`src/rtl/spi_pkg.sv`:
```
// ---------------------------------------------------------------------------
// spi_pkg
// Shared constants for the SPI peripheral slice.
//   SPI_BYTE_W  : default serial word width in bits
//   SYNC_DEPTH  : number of flops in each pad synchronizer chain
// ---------------------------------------------------------------------------
package spi_pkg;
   localparam int SPI_BYTE_W = 8;
   localparam int SYNC_DEPTH = 2;
endpackage

```
`src/rtl/spi_sync.sv`:
```
// ---------------------------------------------------------------------------
// spi_sync
// Multi-flop synchronizer for one asynchronous pad, with single-cycle
// rise/fall pulses derived from the synchronized value.
// Ports:
//   clk    : system clock
//   rst_n  : synchronous active-low reset (chain resets to RST_VAL)
//   d_in   : asynchronous pad input
//   d_sync : synchronized level
//   rise   : one-cycle pulse on synchronized 0->1
//   fall   : one-cycle pulse on synchronized 1->0
// ---------------------------------------------------------------------------
module spi_sync
   import spi_pkg::*;
#(
   parameter logic RST_VAL = 1'b0
) (
   input  logic clk,
   input  logic rst_n,
   input  logic d_in,
   output logic d_sync,
   output logic rise,
   output logic fall
);

   logic [SYNC_DEPTH-1:0] stage_q, stage_d;
   logic                  prev_q, prev_d;

   always_comb begin
      stage_d = {stage_q[SYNC_DEPTH-2:0], d_in};
      prev_d  = stage_q[SYNC_DEPTH-1];
   end

   always_ff @(posedge clk) begin
      if (!rst_n) begin
         stage_q <= {SYNC_DEPTH{RST_VAL}};
         prev_q  <= RST_VAL;
      end else begin
         stage_q <= stage_d;
         prev_q  <= prev_d;
      end
   end

   // Edges compare the settled output against its own delayed copy so the
   // metastable first stage never feeds edge logic.
   assign d_sync = stage_q[SYNC_DEPTH-1];
   assign rise   = d_sync & ~prev_q;
   assign fall   = ~d_sync & prev_q;

endmodule

```
`src/rtl/spi_hardip_top.sv`:
```
// ---------------------------------------------------------------------------
// spi_hardip_top
// SPI mode-0 target (CPOL=0, CPHA=0, MSB first), oversampled by m_clk.
// Ports:
//   m_clk      : system clock (>= 4x sck)
//   rst_n      : synchronous active-low reset
//   sck_pad    : SPI clock from controller (async)
//   csn_pad    : chip select, active low (async)
//   mosi_pad   : serial data in (async)
//   miso_pad   : serial data out, 0 while deselected
//   DRDY       : received word valid, held until DWRITTEN
//   DWRITTEN   : consumer acknowledge of d_recieved
//   d_recieved : last complete received word
//   d_to_send  : word loaded for transmission
// ---------------------------------------------------------------------------
module spi_hardip_top
   import spi_pkg::*;
#(
   parameter int BYTE_W = SPI_BYTE_W
) (
   input  logic              m_clk,
   input  logic              rst_n,
   input  logic              sck_pad,
   input  logic              csn_pad,
   input  logic              mosi_pad,
   output logic              miso_pad,
   output logic              DRDY,
   input  logic              DWRITTEN,
   output logic [BYTE_W-1:0] d_recieved,
   input  logic [BYTE_W-1:0] d_to_send
);

   localparam int CNT_W = (BYTE_W > 2) ? $clog2(BYTE_W) : 1;
   localparam int SET_W = $clog2(SYNC_DEPTH + 1);

   logic sck_s, sck_rise, sck_fall;
   logic csn_s, csn_rise, csn_fall;
   logic mosi_s;

   logic [SYNC_DEPTH-1:0] mosi_stage_q, mosi_stage_d;
   logic [SET_W-1:0]      settle_q, settle_d;
   logic                  armed_q, armed_d;
   logic [CNT_W-1:0]      bit_cnt_q, bit_cnt_d;
   logic [BYTE_W-1:0]     rx_q, rx_d;
   logic [BYTE_W-1:0]     tx_q, tx_d;
   logic [BYTE_W-1:0]     d_recieved_q, d_recieved_d;
   logic                  drdy_q, drdy_d;
   logic                  reload_q, reload_d;
   logic                  settle_done;
   logic [BYTE_W-1:0]     rx_next;

   spi_sync #(.RST_VAL(1'b0)) u_sck_sync (
      .clk    (m_clk),
      .rst_n  (rst_n),
      .d_in   (sck_pad),
      .d_sync (sck_s),
      .rise   (sck_rise),
      .fall   (sck_fall)
   );

   spi_sync #(.RST_VAL(1'b1)) u_csn_sync (
      .clk    (m_clk),
      .rst_n  (rst_n),
      .d_in   (csn_pad),
      .d_sync (csn_s),
      .rise   (csn_rise),
      .fall   (csn_fall)
   );

   assign mosi_s      = mosi_stage_q[SYNC_DEPTH-1];
   assign settle_done = (settle_q == SET_W'(SYNC_DEPTH));
   assign rx_next     = {rx_q[BYTE_W-2:0], mosi_s};

   always_comb begin
      mosi_stage_d = {mosi_stage_q[SYNC_DEPTH-2:0], mosi_pad};
      settle_d     = settle_done ? settle_q : settle_q + SET_W'(1);
      // Only accept a transfer once csn has been seen high after reset;
      // otherwise a csn held low through reset would look like a fresh
      // falling edge as the synchronizer fills.
      armed_d      = armed_q | (settle_done & csn_s);
      bit_cnt_d    = bit_cnt_q;
      rx_d         = rx_q;
      tx_d         = tx_q;
      d_recieved_d = d_recieved_q;
      drdy_d       = drdy_q;
      reload_d     = reload_q;

      // Acknowledge first so a completing word below overrides it.
      if (drdy_q && DWRITTEN) drdy_d = 1'b0;

      if (!armed_q || csn_s) begin
         // Deselected (or aborted mid-word): drop partial bits.
         bit_cnt_d = '0;
         rx_d      = '0;
         reload_d  = 1'b0;
      end else if (csn_fall) begin
         tx_d      = d_to_send;
         bit_cnt_d = '0;
         rx_d      = '0;
         reload_d  = 1'b0;
      end else begin
         if (sck_rise) begin
            rx_d = rx_next;
            if (bit_cnt_q == CNT_W'(BYTE_W - 1)) begin
               d_recieved_d = rx_next;
               drdy_d       = 1'b1;
               bit_cnt_d    = '0;
               reload_d     = 1'b1;
            end else begin
               bit_cnt_d = bit_cnt_q + CNT_W'(1);
            end
         end
         if (sck_fall) begin
            // Falling edge after a completed word starts the next one.
            if (reload_q) begin
               tx_d     = d_to_send;
               reload_d = 1'b0;
            end else begin
               tx_d = {tx_q[BYTE_W-2:0], 1'b0};
            end
         end
      end
   end

   always_ff @(posedge m_clk) begin
      if (!rst_n) begin
         mosi_stage_q <= '0;
         settle_q     <= '0;
         armed_q      <= 1'b0;
         bit_cnt_q    <= '0;
         rx_q         <= '0;
         tx_q         <= '0;
         d_recieved_q <= '0;
         drdy_q       <= 1'b0;
         reload_q     <= 1'b0;
      end else begin
         mosi_stage_q <= mosi_stage_d;
         settle_q     <= settle_d;
         armed_q      <= armed_d;
         bit_cnt_q    <= bit_cnt_d;
         rx_q         <= rx_d;
         tx_q         <= tx_d;
         d_recieved_q <= d_recieved_d;
         drdy_q       <= drdy_d;
         reload_q     <= reload_d;
      end
   end

   assign miso_pad   = armed_q & ~csn_s & tx_q[BYTE_W-1];
   assign DRDY       = drdy_q;
   assign d_recieved = d_recieved_q;

endmodule

```
`config.mk`:
```
export PLATFORM = sky130hd
export DESIGN_NAME = spi_hardip_top
export DESIGN_NICKNAME = d
export VERILOG_FILES = /design/src/rtl/spi_pkg.sv /design/src/rtl/spi_sync.sv /design/src/rtl/spi_hardip_top.sv
export SDC_FILE = /design/constraint.sdc
export NUM_CORES = 1
export LEC_CHECK = 0
export ABC_AREA = 1
export CAP_MARGIN = 40
export CORE_ASPECT_RATIO = 0.5
export CORE_MARGIN = 1
export CORE_UTILIZATION = 40
export DETAILED_ROUTE_END_ITERATION = 6
export SYNTH_ARGS = -nofsm -noshare
export SYNTH_HDL_FRONTEND = slang
export SYNTH_SLANG_ARGS = --single-unit
```
`constraint.sdc`:
```
create_clock -name m_clk -period 2.3 [get_ports m_clk]
set_input_delay 0.23 -clock m_clk [delete_from_list [all_inputs] [get_ports m_clk]]
set_output_delay 0.23 -clock m_clk [all_outputs]
set_load 0.1 [all_outputs]
```
# Word level (Yosys, flattened, before mapping)
# Cells that the tools add are included.
dict set report totals {
  reg_bits 39
  inputBits 14
}
dict set report op_classes {
  addsub 2
  n_eq_ne 2
  n_mux 13
  bitwise 13
  reduce_logical 7
}
# operator n
set op_table {}
lappend op_table {{2-to-1 mux 8 bit} 3}
lappend op_table {{2-to-1 mux 1 bit} 9}
lappend op_table {{AND 1 bit} 6}
lappend op_table {{NOT 1 bit} 6}
lappend op_table {{AND reduction 4 bit} 1}
lappend op_table {{adder 3 x 1 -> 3 bit (second input constant)} 1}
lappend op_table {{equality test 3 bit (second input constant)} 1}
lappend op_table {{2-to-1 mux 3 bit} 1}
lappend op_table {{OR reduction 3 bit} 1}
lappend op_table {{adder 2 x 1 -> 2 bit (second input constant)} 1}
lappend op_table {{equality test 2 bit (second input constant)} 1}
lappend op_table {{AND reduction 2 bit} 1}
lappend op_table {{nonzero test 2 bit} 1}
lappend op_table {{logical AND 1 bit} 1}
lappend op_table {{zero test 1 bit} 1}
lappend op_table {{logical OR 1 bit} 1}
lappend op_table {{OR 1 bit} 1}

# Logic depth before layout (Yosys ltp)
# Gate-level depths: netlist (run 1).
dict set report depth {
  ltp_word 6
  depth_mapped 8
  depth_no_buf 7
}

# Modules after synthesis
# A second synthesis (run 1) with hierarchy kept.
dict set report unflattened {
  cells_unflattened 237
  hier_area_um2 1654.1
}
# module instances cells_per_inst area_each_um2 seq_area_each_um2
set by_module_without_submodules {}
lappend by_module_without_submodules {spi_hardip_top 1 212 1460.2 660.6}
lappend by_module_without_submodules {{spi_sync at u_sck_sync} 1 13 100.1 60.1}
lappend by_module_without_submodules {{spi_sync at u_csn_sync} 1 12 93.8 60.1}

# Worst setup path after synthesis (run 1)
# No wires, ideal clock.
dict set report synth_timing {
  path_kind {flip-flop to output port}
  start {reg u_csn_sync.stage_q[1]}
  end {out miso_pad}
  arrival_time_ns 1.747
  setup_slack_ns 0.323
  stages_incl_launch_ff 4
  n_path_buf 0
  path_cell_list {dfxtp_1 -> inv_2 -> nand2_1 -> nor2_1}
}
dict set report synth_between {
  elab_chain_len 3
}
# item line
set synth_rtl {}
lappend synth_rtl {{from (decl)} spi_sync.sv:26} ;# logic [SYNC_DEPTH-1:0] stage_q, stage_d;
lappend synth_rtl {{from (signal assigned)} spi_sync.sv:36} ;# stage_q <= {SYNC_DEPTH{RST_VAL}};
lappend synth_rtl {{from (signal assigned)} spi_sync.sv:39} ;# stage_q <= stage_d;
lappend synth_rtl {{NOT 1 bit} spi_hardip_top.sv:149} ;# assign miso_pad = armed_q & ~csn_s & tx_q[BYTE_W-1];
lappend synth_rtl {{AND 1 bit (2 in series)} spi_hardip_top.sv:149}
lappend synth_rtl {{to (decl)} spi_hardip_top.sv:26} ;# output logic miso_pad,
# Every way passes these cells.

# Final worst setup path (run 1)
# Same ends and word-level chain as after synthesis.

==> results.cfg, run 1 <==
[run_status]
outcome = complete, no violations

[synth]
netlist_top_cells_area = dfxtp_1 (46%), nand2_1 (18%), inv_1 (8.9%)
synth_area_mm2 = 0.00169
postSynthAreaPerCell_um2 = 7.00
synthXorXnorAreaFrac_pct = 0
ys_seq_area_share_pct = 46.3
synthesis.nets = 258
synth_seq_cells = 39
synth-simple-area-share_pct = 33.6
synthesis.instances = 241
yosys_warnings = 0
synth_top_area_share_pct = 46.3
post-synth-top-area-cell = dfxtp_1
synth_top_family_by_area = simple AND/OR/NAND/NOR gates
synth.area.mux_share_pct = 0
ys_types = 23
synth_compound_area_share_pct = 5.42
synth-adder-area-share_pct = 2.23

[clock_network]
cts_tree = done
cts_setup_buffers = 0
clockBufferDepth = 2
hold_buffers = 0
clkTransAtPathRegs_ns = 0.07
cts_made_buffers = 5
cts-htree-levels = 2
cts-root-buf = clkbuf_8
postCtsResizedCells = 0
clock_latency_ns = 0.29
clock_sinks = 39

[sta]
fin_crit_ns = 1.47
fin_tns_setup_ns = 0
final_hold_viol_count = 0
report.final.slew_viol_count = 0
setup_viol = 0
worst_hold_slack_ns = 0.415
fmax_mhz = 681
relSlewSlack_pct = 70.7
worst_pin_slew_ns = 0.439
rsz0062_at_grt = no
timing.final.crit_share_pct = 63.8
skew_ns = 0.00728

[worst_setup_path]
critical_path_arrival_ns = 1.24
reg2reg_setup_slack_ns = 0.91
criticalPathCategory = reg -> out
reg2reg_from = bit_cnt_q[0]
endpoint_kind = output port
ff2ff_path_depth = 7
crit_fanout = 3
worstPathRequired_ns = 2.07
startpoint_type = flop
rr_endpoint = d_recieved[2]

[min_path]
worstHoldEndpoint = u_csn_sync.stage_q[1]
worstHoldStart = u_csn_sync.stage_q[0]
hold_path_depth = 1
hp-class = reg -> reg

[global_route]
grt_max_degree = 24
grt_use_total_pct = 14.2
grt_pass1_wl_mm = 4.66
overflow = 0
grt_antenna_before_repair = 0
first_global_vias = 1069

[routing]
drc = 0
via_per_inst = 4.19
dr.first_iter.drc_count = 37
vias = 1346
routedWlPerCell_um = 8.94
drtPass1Iterations = 4
drt_wl_total_mm = 2.87
ant_nets = 0

[power]
p_total_mw = 1.43
switching_power_mw = 0.321
power_frac_comb_pct = 8.2
power.density_mw_per_mm2 = 701
seqPwrFrac_pct = 50.4
p_leak_nw = 1.03
ir_drop_mv = 0.263
clkPwrFrac_pct = 41.5
swShare_pct = 22.5
p_int_mw = 1.11

[placement]
hpwl_mm = 1.96
gp_congestion = 0.748
port_buffers = 23

[die]
start_util_pct = 42.6
io_pins = 24
die_width_um = 93.8
coreArea_mm2 = 0.00396
rows = 16
die_h_um = 47.9
dieArea_mm2 = 0.00450

[final_layout]
final.fill_count = 402
final-seq-area_um2 = 781
antenna_cells = 0
layout-drive-gt1-share_pct = 12.7
fin_util_pct = 51.4
syn2layout_area_growth_pct = 20.7
nets = 283
multi_input_area_um2 = 696

[run]
cap_violations = 0
-- cells in the mapped netlist (all sizes together) --
master	count
nor3	1
dfxtp	39
clkbuf	1
or2	2
inv	43
a21oi	6
buf	5
nor2	44
o21ai	10
nand2	86
nand3	1
ha	3
-- how the worst max path moves through the flow --
| stage | from | depth (start not counted) | endpoint |
|---|---|---|---|
| 6_report | u_csn_sync.stage_q[1] | 4 | miso_pad |
| 5_1_grt | u_csn_sync.stage_q[1] | 4 | miso_pad |
| 4_1_cts | u_csn_sync.stage_q[1] | 4 | miso_pad |
| 3_5_place_dp | rst_n | 5 | reload_q |
| 3_3_place_gp | rst_n | 5 | reload_q |
| 2_1_floorplan | u_csn_sync.stage_q[1] | 3 | miso_pad |
-- power groups by stage --
stage               logic (mW)  registers, mW  clock network, mW
floorplan               0.0810          0.731                  0
global placement         0.113          0.734                  0
detailed placement       0.117          0.735                  0
CTS                      0.117          0.720              0.609
global route             0.142          0.724              0.645
finish                   0.116          0.719              0.592
-- per-stage QoR --
step	instance area (µm²)	setup slack, ns	std cells
2_1_floorplan	1690	0.323	241
4_1_cts	2040	0.820	321
5_1_grt	2040	0.728	321
3_3_place_gp	1920	0.861	313
6_report	2040	0.832	321
3_5_place_dp	1920	0.841	313
-- cells by family after synthesis --
group	after synthesis
AOI/OAI and AO/OA	16
adders and majority gates	3
and+or+nand+nor	134
buffers and inverters	49
DFF	39
-- layout by cell type, fill, tap and decap left out, types with 2 or more instances in the layout --
master,n
nor2_1,40
dfxtp_1,39
o21ai_0,9
buf_4,11
inv_1,40
clkbuf_8,6
nand2_1,82
ha_1,3
clkdlybuf4s50_1,13
nand2_2,3
nor2_2,2
a21oi_1,5
inv_2,3
or2_2,2
-- layout make-up --
cell class	instances	share of cell area, %
Clock buffer	6	4.06
Clock inverter	2	1.72
Multi-Input combinational cell	153	34.2
Timing Repair Buffer	24	10.4
Sequential cell	39	38.4
Tap cell	54	3.32
Inverter	43	7.93
-- sequential cells by signal (all words and copies together) (netlist names), 2 cells and up --
signal,flops
bit_cnt_q,3
d_recieved,8
mosi_stage_q,2
rx_q,7
settle_q,2
tx_q,8
u_csn_sync.stage_q,2
u_sck_sync.stage_q,2
-- critical path, stage by stage, from the launching register on --
cell and delay (ns):
dfxtp_1 0.35, inv_2 0.08, nand2_1 0.09, nor2_1 0.12, buf_4 0.30
-- layer usage --
layer | GRT usage, % | vias up | wire length (µm)
li1 | - | 750 | -
met3 | 4.76 | 4 | 92
met5 | 0 | - | 0
met2 | 23.5 | 13 | 1190
met1 | 17.8 | 579 | 1560
met4 | 5.54 | 0 | 33
Note: power is estimated with default switching activity, not from simulation.
==> run 2: changes to the inputs <==
Clock period 2.3 ns to 1.25 ns, I/O delays scaled along.
==> results.cfg, run 2 (same netlist as run 1, synthesis figures left out) <==
[sta]
worst_pin_slew_ns = 0.287
layout_setup_ws_ns = 0.0137
fin_crit_ns = 1.24
timing.final.crit_share_pct = 98.9
setup_viol = 0
final_hold_viol_count = 0
rsz0062_at_grt = yes
skew_ns = 0.00674
report.final.slew_viol_count = 0
worst_hold_slack_ns = 0.355
fmax_mhz = 809
relSlewSlack_pct = 80.8

[global_route]
grt_max_degree = 19
grt_pass1_wl_mm = 5.26
grt_use_total_pct = 16.1
grt_antenna_before_repair = 0
overflow = 0
first_global_vias = 1154

[worst_setup_path]
reg2reg_from = bit_cnt_q[0]
critical_path_arrival_ns = 1.43
ff2ff_path_depth = 7
reg2reg_setup_slack_ns = 0.01
criticalPathCategory = reg -> reg
startpoint_type = flop
worstPathRequired_ns = 1.44
crit_fanout = 4
rr_endpoint = d_recieved[0]
endpoint_kind = flop

[clock_network]
clockBufferDepth = 2
clock_sinks = 39
cts_tree = done
cts_made_buffers = 5
cts-root-buf = clkbuf_8
clock_latency_ns = 0.29
clkTransAtPathRegs_ns = 0.07
hold_buffers = 0
cts-htree-levels = 2

[die]
start_util_pct = 42.6
dieArea_mm2 = 0.00450
coreArea_mm2 = 0.00396
io_pins = 24
rows = 16
die_width_um = 93.8
die_h_um = 47.9

[routing]
dr.first_iter.drc_count = 35
routedWlPerCell_um = 9.96
drc = 0
drt_wl_total_mm = 3.26
ant_nets = 0
vias = 1390
drtPass1Iterations = 4
via_per_inst = 4.25

[run]
cap_violations = 0

[run_status]
outcome = complete, no violations

[min_path]
worstHoldEndpoint = mosi_stage_q[0]
worstHoldStart = mosi_pad
hp-class = in -> reg
hold_path_depth = 3

[power]
p_leak_nw = 1.07
power.density_mw_per_mm2 = 1060
ir_drop_mv = 0.574

[placement]
hpwl_mm = 2.19
dp_slack_ns = -0.0439
port_buffers = 23
gp_congestion = 0.708

[final_layout]
syn2layout_area_growth_pct = 33.2
antenna_cells = 0
final_cell_mix = nand2_1 (80), inv_1 (40), nor2_1 (39)
final.fill_count = 385
multi_input_area_um2 = 771
final-seq-area_um2 = 791
nets = 289
layout-drive-gt1-share_pct = 17.9
layout_commonest_cell = nand2_1
==> run 2: cell types whose count changed in the layout (fill, tap and decap cells not counted), moves of 2 or more <==
| cell | previous run | this run |
|---|---|---|
| nand2_4 | 1 | 3 |
| clkbuf_1 | 0 | 2 |
| buf_12 | 0 | 10 |
| dfxtp_2 | 0 | 5 |
| dfxtp_1 | 39 | 33 |
| nand2_1 | 82 | 80 |
| nor2_4 | 1 | 5 |
| ha_4 | 0 | 2 |
| buf_4 | 11 | 4 |
| ha_1 | 3 | 1 |
==> run 2: worst max path at each step <==
stage	startpoint	endpoint	slack (ns)	cells past startpoint
finish	bit_cnt_q[0]	d_recieved[0]	0.01	7
global route	bit_cnt_q[0]	d_recieved[3]	-0.08	6
CTS	bit_cnt_q[0]	DRDY	-0.003	6
detailed placement	bit_cnt_q[1]	d_recieved[1]	-0.04	7
global placement	rst_n	rx_q[3]	-0.02	6
floorplan	bit_cnt_q[0]	d_recieved[7]	0.004	8
==> run 2: timing repair <==
| item | in CTS | in global routing |
|---|---|---|
| pin swaps | 3 | 6 |
| resized for setup | 4 | 10 |
| buffers inserted | 0 | 1 |
| endpoints found under the setup margin | 10 | 27 |
| gates cloned | 2 | 0 |
==> run 2: stage by stage <==
| stage | util [%] | area (µm²) | TNS [ns] | cells | total power [mW] |
|---|---|---|---|---|---|
| global placement | 52.7 | 2090 | -0.122 | 316 | 1.56 |
| detailed placement | 52.7 | 2090 | -0.277 | 316 | 1.58 |
| finish | 56.7 | 2250 | 0 | 327 | 2.38 |
| global route | 56.7 | 2250 | -0.616 | 327 | 2.50 |
| floorplan | - | 1710 | 0 | 241 | 1.50 |
| CTS | 55.7 | 2210 | -0.00271 | 326 | 2.39 |
==> run 2: worst max-delay path: stages, from the launching register on <==
cell and delay (ns):
dfxtp_2 0.36, ha_4 0.14, ha_4 0.14, nand3_4 0.15, nor2_4 0.20, nand2_1 0.07, nand2_1 0.05, nor2_1 0.03
==> run 2: power breakdown <==
| group | switching, mW | internal [mW] |
|---|---|---|
| registers | 0.0347 | 1.30 |
| logic | 0.126 | 0.101 |
| clock network | 0.427 | 0.392 |
| total | 0.588 | 1.79 |
==> run 2: area by class of cell <==
type	instances	share of cell area, %
Sequential cell	39	35.2
Multi-Input combinational cell	155	34.3
Timing Repair Buffer	28	16.5
Inverter	43	7.30
Clock buffer	7	3.40
Tap cell	54	3.01
Clock inverter	1	0.223
==> run 2: per-layer routing <==
metal  track usage [%]  share of wire [%]
met3              5.40                4.0
met4              6.46                1.7
met5                 0                  0
met1              20.5                 49
met2              26.1                 45
